[src/rtl/pair_sweep_pkg.sv]
// Shared definitions for the pair sweep scheduler: FSM state encoding,
// default coordinate-store capacity and the pair-count helper.
package pair_sweep_pkg;

  localparam int DEFAULT_MAX_POINTS = 512;

  typedef enum logic [1:0] {
    IDLE  = 2'd0,
    SWEEP = 2'd1,
    DRAIN = 2'd2,
    DONE  = 2'd3
  } sweep_state_t;

  // Number of unordered pairs (i < j) over n points.
  function automatic int unsigned pair_total(input int unsigned n);
    if (n < 2) return 0;
    return (n * (n - 1)) / 2;
  endfunction

endpackage

[src/rtl/pair_cursor.sv]
// Row-major (i, j) cursor over all pairs with i < j. Loads (0,1) on start,
// steps on every issue and flags the final pair (N-2, N-1).
module pair_cursor
  import pair_sweep_pkg::*;
#(
  parameter int IDX_W = 9
) (
  input  logic             clk,
  input  logic             rst,
  input  logic             load,
  input  logic             advance,
  input  logic [IDX_W:0]   num_points,
  output logic [IDX_W-1:0] i,
  output logic [IDX_W-1:0] j,
  output logic             last
);

  localparam logic [IDX_W-1:0] IDX_ONE = IDX_W'(1);
  localparam logic [IDX_W-1:0] IDX_TWO = IDX_W'(2);
  localparam logic [IDX_W:0]   N_ONE   = (IDX_W + 1)'(1);
  localparam logic [IDX_W:0]   N_TWO   = (IDX_W + 1)'(2);

  logic [IDX_W:0] n_minus_1;
  logic [IDX_W:0] n_minus_2;
  logic           row_end;

  // Comparisons run one bit wider so N = MAX_POINTS is representable.
  assign n_minus_1 = num_points - N_ONE;
  assign n_minus_2 = num_points - N_TWO;
  assign row_end   = ({1'b0, j} >= n_minus_1);
  assign last      = ({1'b0, i} == n_minus_2) && ({1'b0, j} == n_minus_1);

  // Cursor register: restart at (0,1) on load, otherwise step row-major per issue.
  always_ff @(posedge clk or posedge rst) begin
    if (rst) begin
      i <= '0;
      j <= '0;
    end else if (load) begin
      i <= '0;
      j <= IDX_ONE;
    end else if (advance) begin
      if (!row_end) begin
        j <= j + IDX_ONE;
      end else begin
        i <= i + IDX_ONE;
        j <= i + IDX_TWO;
      end
    end
  end

endmodule

[src/rtl/pair_sweep_scheduler.sv]
// Pair sweep scheduler: walks all pairs i < j, issues coordinate-store reads,
// presents each pair through valid/ready, limits in-flight pairs with credits
// and pulses done once the downstream pipeline has drained.
// Optional feature macro: PAIR_SWEEP_STATS_EN adds stall_cycles/sweep_cycles.
module pair_sweep_scheduler
  import pair_sweep_pkg::*;
#(
  parameter int MAX_POINTS   = DEFAULT_MAX_POINTS,
  parameter int IDX_W        = $clog2(MAX_POINTS),
  parameter int MAX_INFLIGHT = 4
) (
  input  logic               clk,
  input  logic               rst,
  input  logic               start,
  input  logic [IDX_W:0]     num_points,
  output logic               busy,
  output logic               done,
  output logic               rd_en,
  output logic [IDX_W-1:0]   rd_addr_a,
  output logic [IDX_W-1:0]   rd_addr_b,
  output logic               pair_valid,
  input  logic               pair_ready,
  output logic [IDX_W-1:0]   pair_i,
  output logic [IDX_W-1:0]   pair_j,
  output logic               pair_last,
  input  logic               retire,
  output logic [2*IDX_W:0]   pair_count
`ifdef PAIR_SWEEP_STATS_EN
  ,
  output logic [31:0]        stall_cycles,
  output logic [31:0]        sweep_cycles
`endif
);

  localparam int                  CREDIT_W   = $clog2(MAX_INFLIGHT + 1);
  localparam logic [CREDIT_W-1:0] CREDIT_ONE = CREDIT_W'(1);
  localparam logic [IDX_W:0]      N_TWO      = (IDX_W + 1)'(2);
  localparam logic [2*IDX_W:0]    COUNT_ONE  = (2 * IDX_W + 1)'(1);

  sweep_state_t        state_reg;
  sweep_state_t        state_next;
  logic [IDX_W:0]      n_reg;
  logic [IDX_W-1:0]    cur_i;
  logic [IDX_W-1:0]    cur_j;
  logic                cur_last;
  logic                cursor_load;
  logic                issue_ok;
  logic                credit_ok;
  logic                handshake;
  logic                retire_ok;
  logic [CREDIT_W-1:0] inflight_reg;
  logic                pair_valid_reg;
  logic                pair_last_reg;
  logic [IDX_W-1:0]    pair_i_reg;
  logic [IDX_W-1:0]    pair_j_reg;
  logic [2*IDX_W:0]    pair_count_reg;

  pair_cursor #(
    .IDX_W(IDX_W)
  ) u_cursor (
    .clk       (clk),
    .rst       (rst),
    .load      (cursor_load),
    .advance   (issue_ok),
    .num_points(n_reg),
    .i         (cur_i),
    .j         (cur_j),
    .last      (cur_last)
  );

  // The presented-but-unaccepted pair already holds a credit slot.
  assign credit_ok = (int'(inflight_reg) + int'(pair_valid_reg)) < MAX_INFLIGHT;
  assign handshake = pair_valid_reg && pair_ready;
  // A retire with nothing in flight is a protocol error and is dropped.
  assign retire_ok = retire && (inflight_reg != '0);

  // FSM state register.
  always_ff @(posedge clk or posedge rst) begin
    if (rst) state_reg <= IDLE;
    else     state_reg <= state_next;
  end

  // FSM next state and issue decision.
  always_comb begin
    state_next  = state_reg;
    cursor_load = 1'b0;
    issue_ok    = 1'b0;
    case (state_reg)
      IDLE: begin
        if (start) begin
          cursor_load = 1'b1;
          // With fewer than two points nothing is issued; the empty drain
          // completes at once, giving the same one-cycle busy window.
          state_next  = (num_points < N_TWO) ? DRAIN : SWEEP;
        end
      end
      SWEEP: begin
        issue_ok = (!pair_valid_reg || pair_ready) && credit_ok;
        if (issue_ok && cur_last) state_next = DRAIN;
      end
      DRAIN: begin
        if (!pair_valid_reg && (inflight_reg == '0)) state_next = DONE;
      end
      DONE:    state_next = IDLE;
      default: state_next = IDLE;
    endcase
  end

  // Output register: capture the pair whose read was issued, clear on acceptance.
  always_ff @(posedge clk or posedge rst) begin
    if (rst) begin
      pair_valid_reg <= 1'b0;
      pair_last_reg  <= 1'b0;
      pair_i_reg     <= '0;
      pair_j_reg     <= '0;
    end else if (issue_ok) begin
      pair_valid_reg <= 1'b1;
      pair_last_reg  <= cur_last;
      pair_i_reg     <= cur_i;
      pair_j_reg     <= cur_j;
    end else if (handshake) begin
      pair_valid_reg <= 1'b0;
      pair_last_reg  <= 1'b0;
    end
  end

  // Credit counter: +1 per handshake, -1 per valid retire.
  always_ff @(posedge clk or posedge rst) begin
    if (rst) begin
      inflight_reg <= '0;
    end else if (handshake && !retire_ok) begin
      inflight_reg <= inflight_reg + CREDIT_ONE;
    end else if (!handshake && retire_ok) begin
      inflight_reg <= inflight_reg - CREDIT_ONE;
    end
  end

  // Latched point count and handed-over pair counter.
  always_ff @(posedge clk or posedge rst) begin
    if (rst) begin
      n_reg          <= '0;
      pair_count_reg <= '0;
    end else if (cursor_load) begin
      n_reg          <= num_points;
      pair_count_reg <= '0;
    end else if (handshake) begin
      pair_count_reg <= pair_count_reg + COUNT_ONE;
    end
  end

`ifdef PAIR_SWEEP_STATS_EN
  logic [31:0] stall_cycles_reg;
  logic [31:0] sweep_cycles_reg;

  // Sweep statistics: cleared on accepted start, frozen once the sweep ends.
  always_ff @(posedge clk or posedge rst) begin
    if (rst) begin
      stall_cycles_reg <= '0;
      sweep_cycles_reg <= '0;
    end else if ((state_reg == IDLE) && start) begin
      stall_cycles_reg <= '0;
      sweep_cycles_reg <= '0;
    end else begin
      if ((state_reg == SWEEP) && !issue_ok) stall_cycles_reg <= stall_cycles_reg + 32'd1;
      if (busy) sweep_cycles_reg <= sweep_cycles_reg + 32'd1;
    end
  end

  assign stall_cycles = stall_cycles_reg;
  assign sweep_cycles = sweep_cycles_reg;
`endif

  assign busy       = (state_reg == SWEEP) || (state_reg == DRAIN);
  assign done       = (state_reg == DONE);
  assign rd_en      = issue_ok;
  assign rd_addr_a  = cur_i;
  assign rd_addr_b  = cur_j;
  assign pair_valid = pair_valid_reg;
  assign pair_last  = pair_last_reg;
  assign pair_i     = pair_i_reg;
  assign pair_j     = pair_j_reg;
  assign pair_count = pair_count_reg;

  // A completed sweep must have handed over exactly N(N-1)/2 pairs.
  assert property (@(posedge clk) disable iff (rst)
    (state_reg == DONE) |-> (32'(pair_count_reg) == pair_total(32'(n_reg))));

endmodule

[config.mk]
export PLATFORM = sky130hd
export DESIGN_NAME = pair_sweep_scheduler
export DESIGN_NICKNAME = d
export VERILOG_FILES = /design/src/rtl/pair_sweep_pkg.sv /design/src/rtl/pair_cursor.sv /design/src/rtl/pair_sweep_scheduler.sv
export SDC_FILE = /design/constraint.sdc
export NUM_CORES = 1
export LEC_CHECK = 0
export BUFFER_PORTS_ARGS = -buffer_cell sky130_fd_sc_hd__buf_2
export CORE_MARGIN = 5
export CORE_UTILIZATION = 55
export CTS_CLUSTER_DIAMETER = 150
export DETAILED_ROUTE_END_ITERATION = 6
export PLACE_DENSITY = 0.79
export SLEW_MARGIN = 20
export SYNTH_ARGS = -nofsm -noshare
export SYNTH_HDL_FRONTEND = slang
export SYNTH_SLANG_ARGS = --single-unit
[constraint.sdc]
create_clock -name clk -period 5.95 [get_ports clk]
set_input_delay 0.595 -clock clk [delete_from_list [all_inputs] [get_ports clk]]
set_output_delay 0.595 -clock clk [all_outputs]
set_load 0.02 [all_outputs]
==> results of run 1 <==
## routing by layer
metal	vias up	wire length, um
met5	-	0
met4	0	159
met3	13	522
met2	93	4640
met1	1737	4390
li1	1772	-
## critical path, stage by stage, from the launching register on
cell and delay (ps):
dfrtp_1 450, inv_1 170, ha_1 210, nand2_1 90, or3_1 380, nor3_1 230
xnor2_1 120, ha_1 330, and3_1 220, a221oi_2 80, buf_4 220, or4_1 510
a21oi_1 150
## layout make-up
class,instances,area share [%]
Clock buffer,9,2.55
Timing Repair Buffer,78,8.23
Tap cell,102,2.62
Sequential cell,72,37.0
Multi-Input combinational cell,368,47.3
Inverter,13,1.00
Clock inverter,7,1.23
## placed cells by master, fill, tap and decap left out, types with 8 or more instances in the layout
cell / instances
nand2_1: 114
buf_2: 74
nor2_1: 25
dfrtp_1: 72
nand4_1: 14
ha_1: 21
a21oi_1: 16
o21ai_0: 8
and2_1: 9
xnor2_1: 17
nand3_1: 13
inv_1: 11
nor3_1: 10
xor2_1: 30
and3_1: 8
clkbuf_8: 9
## power by group through the flow
stage / sequential [mW] / clock [mW] / combinational, mW
after floorplan: 0.797 / 0 / 0.944
after global placement: 0.788 / 0 / 1.16
after detailed placement: 0.795 / 0 / 1.20
after CTS: 0.787 / 0.375 / 1.20
after global routing: 0.812 / 0.401 / 1.34
final: 0.790 / 0.368 / 1.20
## logic make-up (layout without fill, tap and decap cells)
family	Yosys count	count (layout)	share of synthesized area (%)
XOR/XNOR	49	49	10.3
flip-flops	72	72	41.9
AO/OA/AOI/OAI	63	63	9.49
adder cells (fa/ha/maj)	22	22	6.58
multiplexers	3	3	0.728
AND/OR/NAND/NOR	231	231	26.5
buffers and inverters	41	107	4.48
## path summary, 6_finish.rpt
kind / slack (ps) / cells past startpoint / endpoint / from
worst max-delay path: 2710 / 12 / u_cursor.i[6] / n_reg[1]
worst min register to register: 470 / 2 / pair_i[4] / pair_i[4]
min in group asynchronous: 510 / 3 / pair_count[14] / rst
max in group asynchronous: 4890 / 3 / n_reg[2] / rst
worst max register to register: 2710 / 12 / u_cursor.i[6] / n_reg[1]
worst min-delay path: 450 / 2 / pair_valid / pair_ready
==> results.json, run 1 <==
{
  "status": "finished, final reports clean",
  "finalWorstSetupSlack_ps": 2710,
  "largest_reg_flops": 19,
  "synth_top_cells_by_area": "dfrtp_1, nand2_1, ha_1",
  "maxSlewViolCount": 0,
  "rsz0062_at_grt": "false",
  "layout-drive-gt1-share_pct": 20.3,
  "postRouteAntennaNets": 0,
  "synth-async-reset-ratio_pct": 100,
  "nets": 579,
  "leakagePower_nw": 2.46,
  "max_freq_mhz": 309,
  "period_share_pct": 54.4,
  "pwr-share-seq_pct": 33.5,
  "design_area_um2": 4870,
  "rows": 32,
  "setup_tns_ps": 0,
  "grt_max_degree": 73,
  "multi_input_area_um2": 2300,
  "port_buffers": 74,
  "utilization_pct": 63.3,
  "n_fill_cell": 699,
  "drtIter0Drc": 192,
  "layoutNonFillerInstCount": 649,
  "ys_seq_elements": 72,
  "grt_pass1_vias": 3544,
  "hpwl_um": 7020,
  "hold_viol": 0,
  "cts_buffers": 9,
  "core_region_area_um2": 7690,
  "clkPwrFrac_pct": 15.6,
  "netlist_top_cells_count": "nand2_1, dfrtp_1, xor2_1",
  "holdWs_ps": 446,
  "p_int_mw": 1.22,
  "drtPass1Iterations": 5,
  "cp_max_fo": 26,
  "startpoint_type": "register",
  "cts_hold_buffers": 0,
  "pin_count": 75,
  "cts_setup_buffers": 0,
  "busiest_layer": "met2",
  "hold_class": "in2reg",
  "max-clock-path-buffers": 2,
  "combPwrFrac_pct": 50.8,
  "min_period_ps": 3240,
  "critPathArrivalTime_ps": 3510,
  "vias": 3615,
  "synth_edf_count": 0,
  "use_met2_pct": 34.3,
  "clk_pin_slew_worst_paths_ps": 80,
  "area_growth_pct": 13.2,
  "die_area_um2": 9680,
  "use_met1_pct": 27.6,
  "pre_cts_ws_ps": 2830,
  "use_met3_pct": 5.71,
  "slew_headroom_pct": 41.7,
  "clock-root-buffer": "clkbuf_8",
  "clock_skew_ps": 14.3,
  "ys_warn_count": 0,
  "path_class": "reg2reg",
  "power_density_nw_per_um2": 484,
  "seq_area_frac_synth_pct": 41.9,
  "grt_pass1_wl_um": 16700,
  "mappedNetlistArea_um2": 4300,
  "dpl-instance-area_um2": 4680,
  "cts_tree": "built",
  "final-setup-viol-count": 0,
  "synth_top_cell_by_area": "dfrtp_1",
  "swShare_pct": 48.1,
  "start_util_pct": 55.9,
  "cap_viol_max_count": 0,
  "fin_total_pwr_mw": 2.36,
  "diodes": 0,
  "post-route-drc-count": 0,
  "die_h_um": 98.4,
  "synth.top_cell.area_share_pct": 41.9,
  "antenna_found_initial": 0,
  "vdd_drop_max_v": 0.000319,
  "cts_num_sinks": 72,
  "cts_resized": 0,
  "synthFlopType": "dfrtp_1",
  "post_drt_wl_per_cell_um": 15.0,
  "routed_via_density": 5.57,
  "place_congestion": 0.861,
  "cts_max_level": 3,
  "chipWidth_um": 98.4,
  "yosysUniqueCellTypes": 56,
  "clock_latency_ps": 360,
  "synthesis.nets": 518,
  "place_inst": 633,
  "switchingPower_mw": 1.13,
  "synth_most_common_cell": "nand2_1",
  "grt-ovfl-total": 0,
  "netlist_instances": 481,
  "avgSynthCellArea_um2": 8.94,
  "seq_area_um2": 1800,
  "grt_usage_pct": 21.1,
  "cp-end-kind": "register",
  "tightest_slew_ps": 875,
  "wirelength_um": 9710,
  "required_ps": 6220
}
(Power assumes the default switching activity.)
==> run 2, diff against run 1 <==
--- a/config.mk
+++ b/config.mk
@@ -5,12 +5,13 @@
 export SDC_FILE = /design/constraint.sdc
 export NUM_CORES = 1
 export LEC_CHECK = 0
+export ABC_AREA = 1
 export BUFFER_PORTS_ARGS = -buffer_cell sky130_fd_sc_hd__buf_2
 export CORE_MARGIN = 5
 export CORE_UTILIZATION = 55
 export CTS_CLUSTER_DIAMETER = 150
 export DETAILED_ROUTE_END_ITERATION = 6
-export PLACE_DENSITY = 0.79
+export PLACE_DENSITY = 0.78
 export SLEW_MARGIN = 20
 export SYNTH_ARGS = -nofsm -noshare
 export SYNTH_HDL_FRONTEND = slang
==> constraint.sdc (replaced) <==
create_clock -name clk -period 3.1 [get_ports clk]
set_input_delay 0.31 -clock clk [delete_from_list [all_inputs] [get_ports clk]]
set_output_delay 0.31 -clock clk [all_outputs]
set_load 0.02 [all_outputs]
==> results.json, run 2 <==
{
  "fin_total_pwr_mw": 3.83,
  "r2r_cells": 18,
  "hold_viol": 0,
  "start_util_pct": 56.4,
  "cap_viol_max_count": 0,
  "grt_pass1_wl_um": 18700,
  "status": "finished, final reports clean",
  "path_class": "reg2reg",
  "ys_warn_count": 0,
  "area_growth_pct": 15.6,
  "seq_area_frac_synth_pct": 41.6,
  "critPathArrivalTime_ps": 3050,
  "wirelength_um": 10700,
  "cts_num_sinks": 72,
  "pin_count": 75,
  "synth_top_cells_by_area": "dfrtp_1, nand2_1, ha_1",
  "avgSynthCellArea_um2": 7.84,
  "synthesis.nets": 590,
  "final-setup-viol-count": 0,
  "die_area_um2": 9760,
  "yosysUniqueCellTypes": 41,
  "cts_hold_buffers": 0,
  "synth.top_cell.area_share_pct": 41.6,
  "drtIter0Drc": 278,
  "antenna_found_initial": 0,
  "hpwl_um": 8110,
  "cts_setup_buffers": 0,
  "n_fill_cell": 675,
  "ys_seq_elements": 72,
  "place_congestion": 0.948,
  "post-route-drc-count": 0,
  "holdWs_ps": 95.6,
  "cts_tree": "built",
  "routed_via_density": 5.33,
  "chipWidth_um": 98.8,
  "vdd_drop_max_v": 0.000342,
  "grt_max_degree": 38,
  "setup_tns_ps": 0,
  "grt_usage_pct": 23.5,
  "cts_resized": 0,
  "tightest_slew_ps": 770,
  "clk_pin_slew_worst_paths_ps": 80,
  "synth_edf_count": 0,
  "clock_skew_ps": 7.07,
  "clock_latency_ps": 350,
  "slew_headroom_pct": 48.6,
  "drtPass1Iterations": 5,
  "max-clock-path-buffers": 2,
  "final_common_cell": "nand2_1",
  "cts_max_level": 3,
  "cp-end-kind": "register",
  "vias": 3925,
  "rows": 32,
  "mappedNetlistArea_um2": 4340,
  "largest_reg_flops": 19,
  "nets": 666,
  "maxSlewViolCount": 0,
  "dpl-instance-area_um2": 4800,
  "postRouteAntennaNets": 0,
  "post_drt_wl_per_cell_um": 14.5,
  "required_ps": 3350,
  "port_buffers": 74,
  "cp_max_fo": 6,
  "netlist_top_cells_count": "nand2_1, dfrtp_1, inv_1",
  "max_freq_mhz": 357,
  "die_h_um": 98.8,
  "hold_class": "in2async",
  "power_density_nw_per_um2": 763,
  "synth_top_cell_by_area": "dfrtp_1",
  "clock-root-buffer": "clkbuf_8",
  "synthFlopType": "dfrtp_1",
  "grt_pass1_vias": 3859,
  "core_region_area_um2": 7690,
  "cts_buffers": 9,
  "synth_most_common_cell": "nand2_1",
  "layout-drive-gt1-share_pct": 19.1,
  "rsz0062_at_grt": "false",
  "leakagePower_nw": 2.62,
  "mostFrequentLayoutCells": "nand2_1, buf_2, dfrtp_1",
  "min_period_ps": 2800,
  "period_share_pct": 90.3,
  "design_area_um2": 5010,
  "synth-async-reset-ratio_pct": 100,
  "grt-ovfl-total": 0,
  "netlist_instances": 553,
  "diodes": 0,
  "startpoint_type": "register"
}
[run 2: cell families after synthesis]
kind of cell / Yosys count / share of synthesized area (%)
AND/OR/NAND/NOR: 253 / 26.1
XOR/XNOR: 29 / 5.86
flip-flops: 72 / 41.6
adder cells (fa/ha/maj): 22 / 6.52
buffers and inverters: 86 / 7.97
AO/OA/AOI/OAI: 91 / 12.0
[run 2: final cells by class]
| type | count | area (um^2) | area share (%) |
|---|---|---|---|
| Multi-Input combinational cell | 395 | 2190 | 43.7 |
| Tap cell | 102 | 128 | 2.55 |
| Sequential cell | 72 | 1800 | 35.9 |
| Clock inverter | 7 | 80.1 | 1.60 |
| Clock buffer | 9 | 124 | 2.47 |
| Timing Repair Buffer | 78 | 413 | 8.24 |
| Inverter | 73 | 274 | 5.47 |
[run 2: path summary, 6_finish.rpt]
path / end / start / slack, ps
setup / recovery: state_reg[0] / n_reg[1] / 300
hold / removal: pair_i[7] / rst / 100
setup reg to reg: state_reg[0] / n_reg[1] / 300
hold reg to reg: pair_j[6] / pair_j[6] / 480
max in group asynchronous: n_reg[3] / rst / 2350
min in group clk: pair_valid / pair_ready / 160
[run 2: through the flow]
stage / setup WS, ps / util [%] / instances
after floorplan: 612 / - / 553
after global placement: 399 / 62.5 / 720
after detailed placement: 229 / 62.5 / 720
after CTS: 182 / 65.2 / 736
after global routing: 37.6 / 65.2 / 736
final: 301 / 65.2 / 736
[run 2: per-layer routing]
metal | global-route usage [%] | share of wire, % | wire length (um)
met5 | 0 | 0 | 0
met4 | 8.09 | 2.1 | 222
met3 | 4.53 | 6.7 | 714
met2 | 38.7 | 48 | 5100
met1 | 30.9 | 43 | 4630
[run 2: power by group]
part           switching [mW]  internal [mW]
Sequential              0.204           1.14
Combinational            1.13          0.589
Clock                   0.386          0.378
[run 2: critical path, stage by stage (launching register included)]
cell     delay [ps]
dfrtp_1         380
inv_1           170
ha_1            230
inv_1            80
o21ai_1         200
nor2_1           90
xor2_1          150
ha_1            300
nand3_1         110
nor3_2          150
nand2_1          80
nor2_1          130
nand2_1          70
nor2_1          120
nand4_1         100
nand2_1         130
nand2_1          90
nand2_1          70
nand2_1          50
==> run 3, diff against run 2 <==
--- a/config.mk
+++ b/config.mk
@@ -11,7 +11,7 @@
 export CORE_UTILIZATION = 55
 export CTS_CLUSTER_DIAMETER = 150
 export DETAILED_ROUTE_END_ITERATION = 6
-export PLACE_DENSITY = 0.78
+export PLACE_DENSITY_LB_ADDON = 0.2
 export SLEW_MARGIN = 20
 export SYNTH_ARGS = -nofsm -noshare
 export SYNTH_HDL_FRONTEND = slang
==> constraint.sdc (replaced) <==
create_clock -name clk -period 3.2 [get_ports clk]
set_input_delay 0.32 -clock clk [delete_from_list [all_inputs] [get_ports clk]]
set_output_delay 0.32 -clock clk [all_outputs]
set_load 0.02 [all_outputs]
==> results.json, run 3 (synthesized netlist as in run 2, its figures left out) <==
{
  "status": "finished, final reports clean",
  "cts_hold_buffers": 0,
  "final_common_cell": "nand2_1",
  "power_density_nw_per_um2": 744,
  "wl_met2_um": 5180,
  "n_fill_cell": 733,
  "grt_usage_pct": 23.1,
  "cts_buffers": 9,
  "cts_num_sinks": 72,
  "utilization_pct": 65.2,
  "rows": 32,
  "top_layer": "met4",
  "clkPwrFrac_pct": 21.0,
  "critPathArrivalTime_ps": 3060,
  "routed_via_density": 5.24,
  "cap_viol_max_count": 0,
  "switchingPower_mw": 1.69,
  "nets": 666,
  "maxSlewViolCount": 0,
  "cp_max_fo": 13,
  "clock-root-buffer": "clkbuf_8",
  "grt_pass1_wl_um": 18200,
  "cts_resized": 0,
  "hold_viol": 0,
  "max-clock-path-buffers": 2,
  "post-route-drc-count": 0,
  "hpwl_um": 8000,
  "wirelength_um": 10500,
  "critPathMaxStageDelay_ps": 380,
  "leakagePower_nw": 2.63,
  "crit_chain": "inv_1 -> ha_1 -> inv_1 -> o21ai_0 -> nor2_1 -> xor2_1 -> ha_1 -> nand3_1 -> nor3_1 -> nand2_1 -> nand3_1 -> nand2_4 -> nor2_8 -> inv_2 -> nand2_2 -> o21ai_0",
  "port_buffers": 74,
  "core_region_area_um2": 7690,
  "swShare_pct": 45.2,
  "pwr-share-seq_pct": 34.8,
  "wl_met1_um": 4590,
  "grt_pass1_vias": 3905,
  "clock_skew_ps": 11.4,
  "layout-drive-gt1-share_pct": 18.9,
  "die_area_um2": 9760,
  "grt-ovfl-total": 0,
  "slew_headroom_pct": 46.8,
  "hold_class": "in2async",
  "tightest_slew_ps": 796,
  "place_inst": 720,
  "pin_count": 75,
  "post_drt_wl_per_cell_um": 14.3,
  "start_util_pct": 56.4,
  "period_share_pct": 87.9,
  "antenna_found_initial": 0,
  "postRouteAntennaNets": 0,
  "cp-end-kind": "register",
  "drtPass1Iterations": 4,
  "p_int_mw": 2.04,
  "cts_setup_buffers": 0,
  "chipWidth_um": 98.8,
  "vdd_drop_max_v": 0.000371,
  "grt_max_degree": 38,
  "slowest_stage": "dfrtp_1",
  "path_class": "reg2reg",
  "combPwrFrac_pct": 44.2,
  "finalWorstSetupSlack_ps": 388,
  "cts_tree": "built",
  "largest_reg_flops": 19,
  "die_h_um": 98.8,
  "rsz0062_at_grt": "false",
  "required_ps": 3450,
  "wl_met3_um": 574,
  "drtIter0Drc": 261,
  "area_growth_pct": 15.7,
  "mostFrequentLayoutCells": "nand2_1, buf_2, dfrtp_1",
  "clk_pin_slew_worst_paths_ps": 90,
  "max_freq_mhz": 356,
  "startpoint_type": "register",
  "clock_latency_ps": 360,
  "layoutNonFillerInstCount": 736,
  "setup_tns_ps": 0,
  "min_period_ps": 2810,
  "cts_max_level": 3,
  "fin_total_pwr_mw": 3.73,
  "reg2reg_slack_ps": 390,
  "place_congestion": 0.915,
  "final-setup-viol-count": 0,
  "pre_cts_ws_ps": 389,
  "diodes": 0,
  "vias": 3860
}
## run 3: worst max-delay path: cells and delay by family, from the launching register on
family | cells | cell delay [ps]
adders and majority gates | 2 | 510
buffers and inverters | 3 | 290
DFF | 1 | 380
AOI/OAI and AO/OA | 2 | 330
xor gates and xnor gates | 1 | 150
and+or+nand+nor | 8 | 1030
## run 3: path summary, 6_finish.rpt
kind	end	depth (start not counted)	from
worst max-delay path	u_cursor.i[0]	16	n_reg[1]
worst min-delay path	u_cursor.i[3]	2	rst
worst max register to register	u_cursor.i[0]	16	n_reg[1]
worst min register to register	pair_j[7]	2	pair_j[7]
max in group asynchronous	pair_count[10]	3	rst
min in group clk	pair_valid	2	pair_ready
## run 3: cell type report
type                            count  area [um^2]  share of cell area, %
Inverter                           73          274                   5.46
Timing Repair Buffer               78          413                   8.23
Clock buffer                        9          124                   2.47
Clock inverter                      7         86.3                   1.72
Multi-Input combinational cell    395         2190                   43.6
Tap cell                          102          128                   2.54
Sequential cell                    72         1800                   35.9
## run 3: power groups by stage
stage	clock, mW	sequential (mW)	combinational, mW
final	0.782	1.30	1.65
after CTS	0.798	1.29	1.66
after floorplan	0	1.38	1.16
after detailed placement	0	1.31	1.65
after global placement	0	1.30	1.60
after global routing	0.848	1.33	1.88
## run 3: routing by layer
layer | vias up | GRT usage, %
li1 | 1940 | -
met1 | 1814 | 29.2
met2 | 94 | 39.0
met3 | 12 | 5.38
met4 | 0 | 7.88
met5 | - | 0
## run 3: through the flow
step           hold slack (ps)  cell area (um^2)
2_1_floorplan              416              4340
4_1_cts                    123              5010
3_3_place_gp               459              4800
6_report                   101              5010
3_5_place_dp               464              4800
5_1_grt                    170              5010
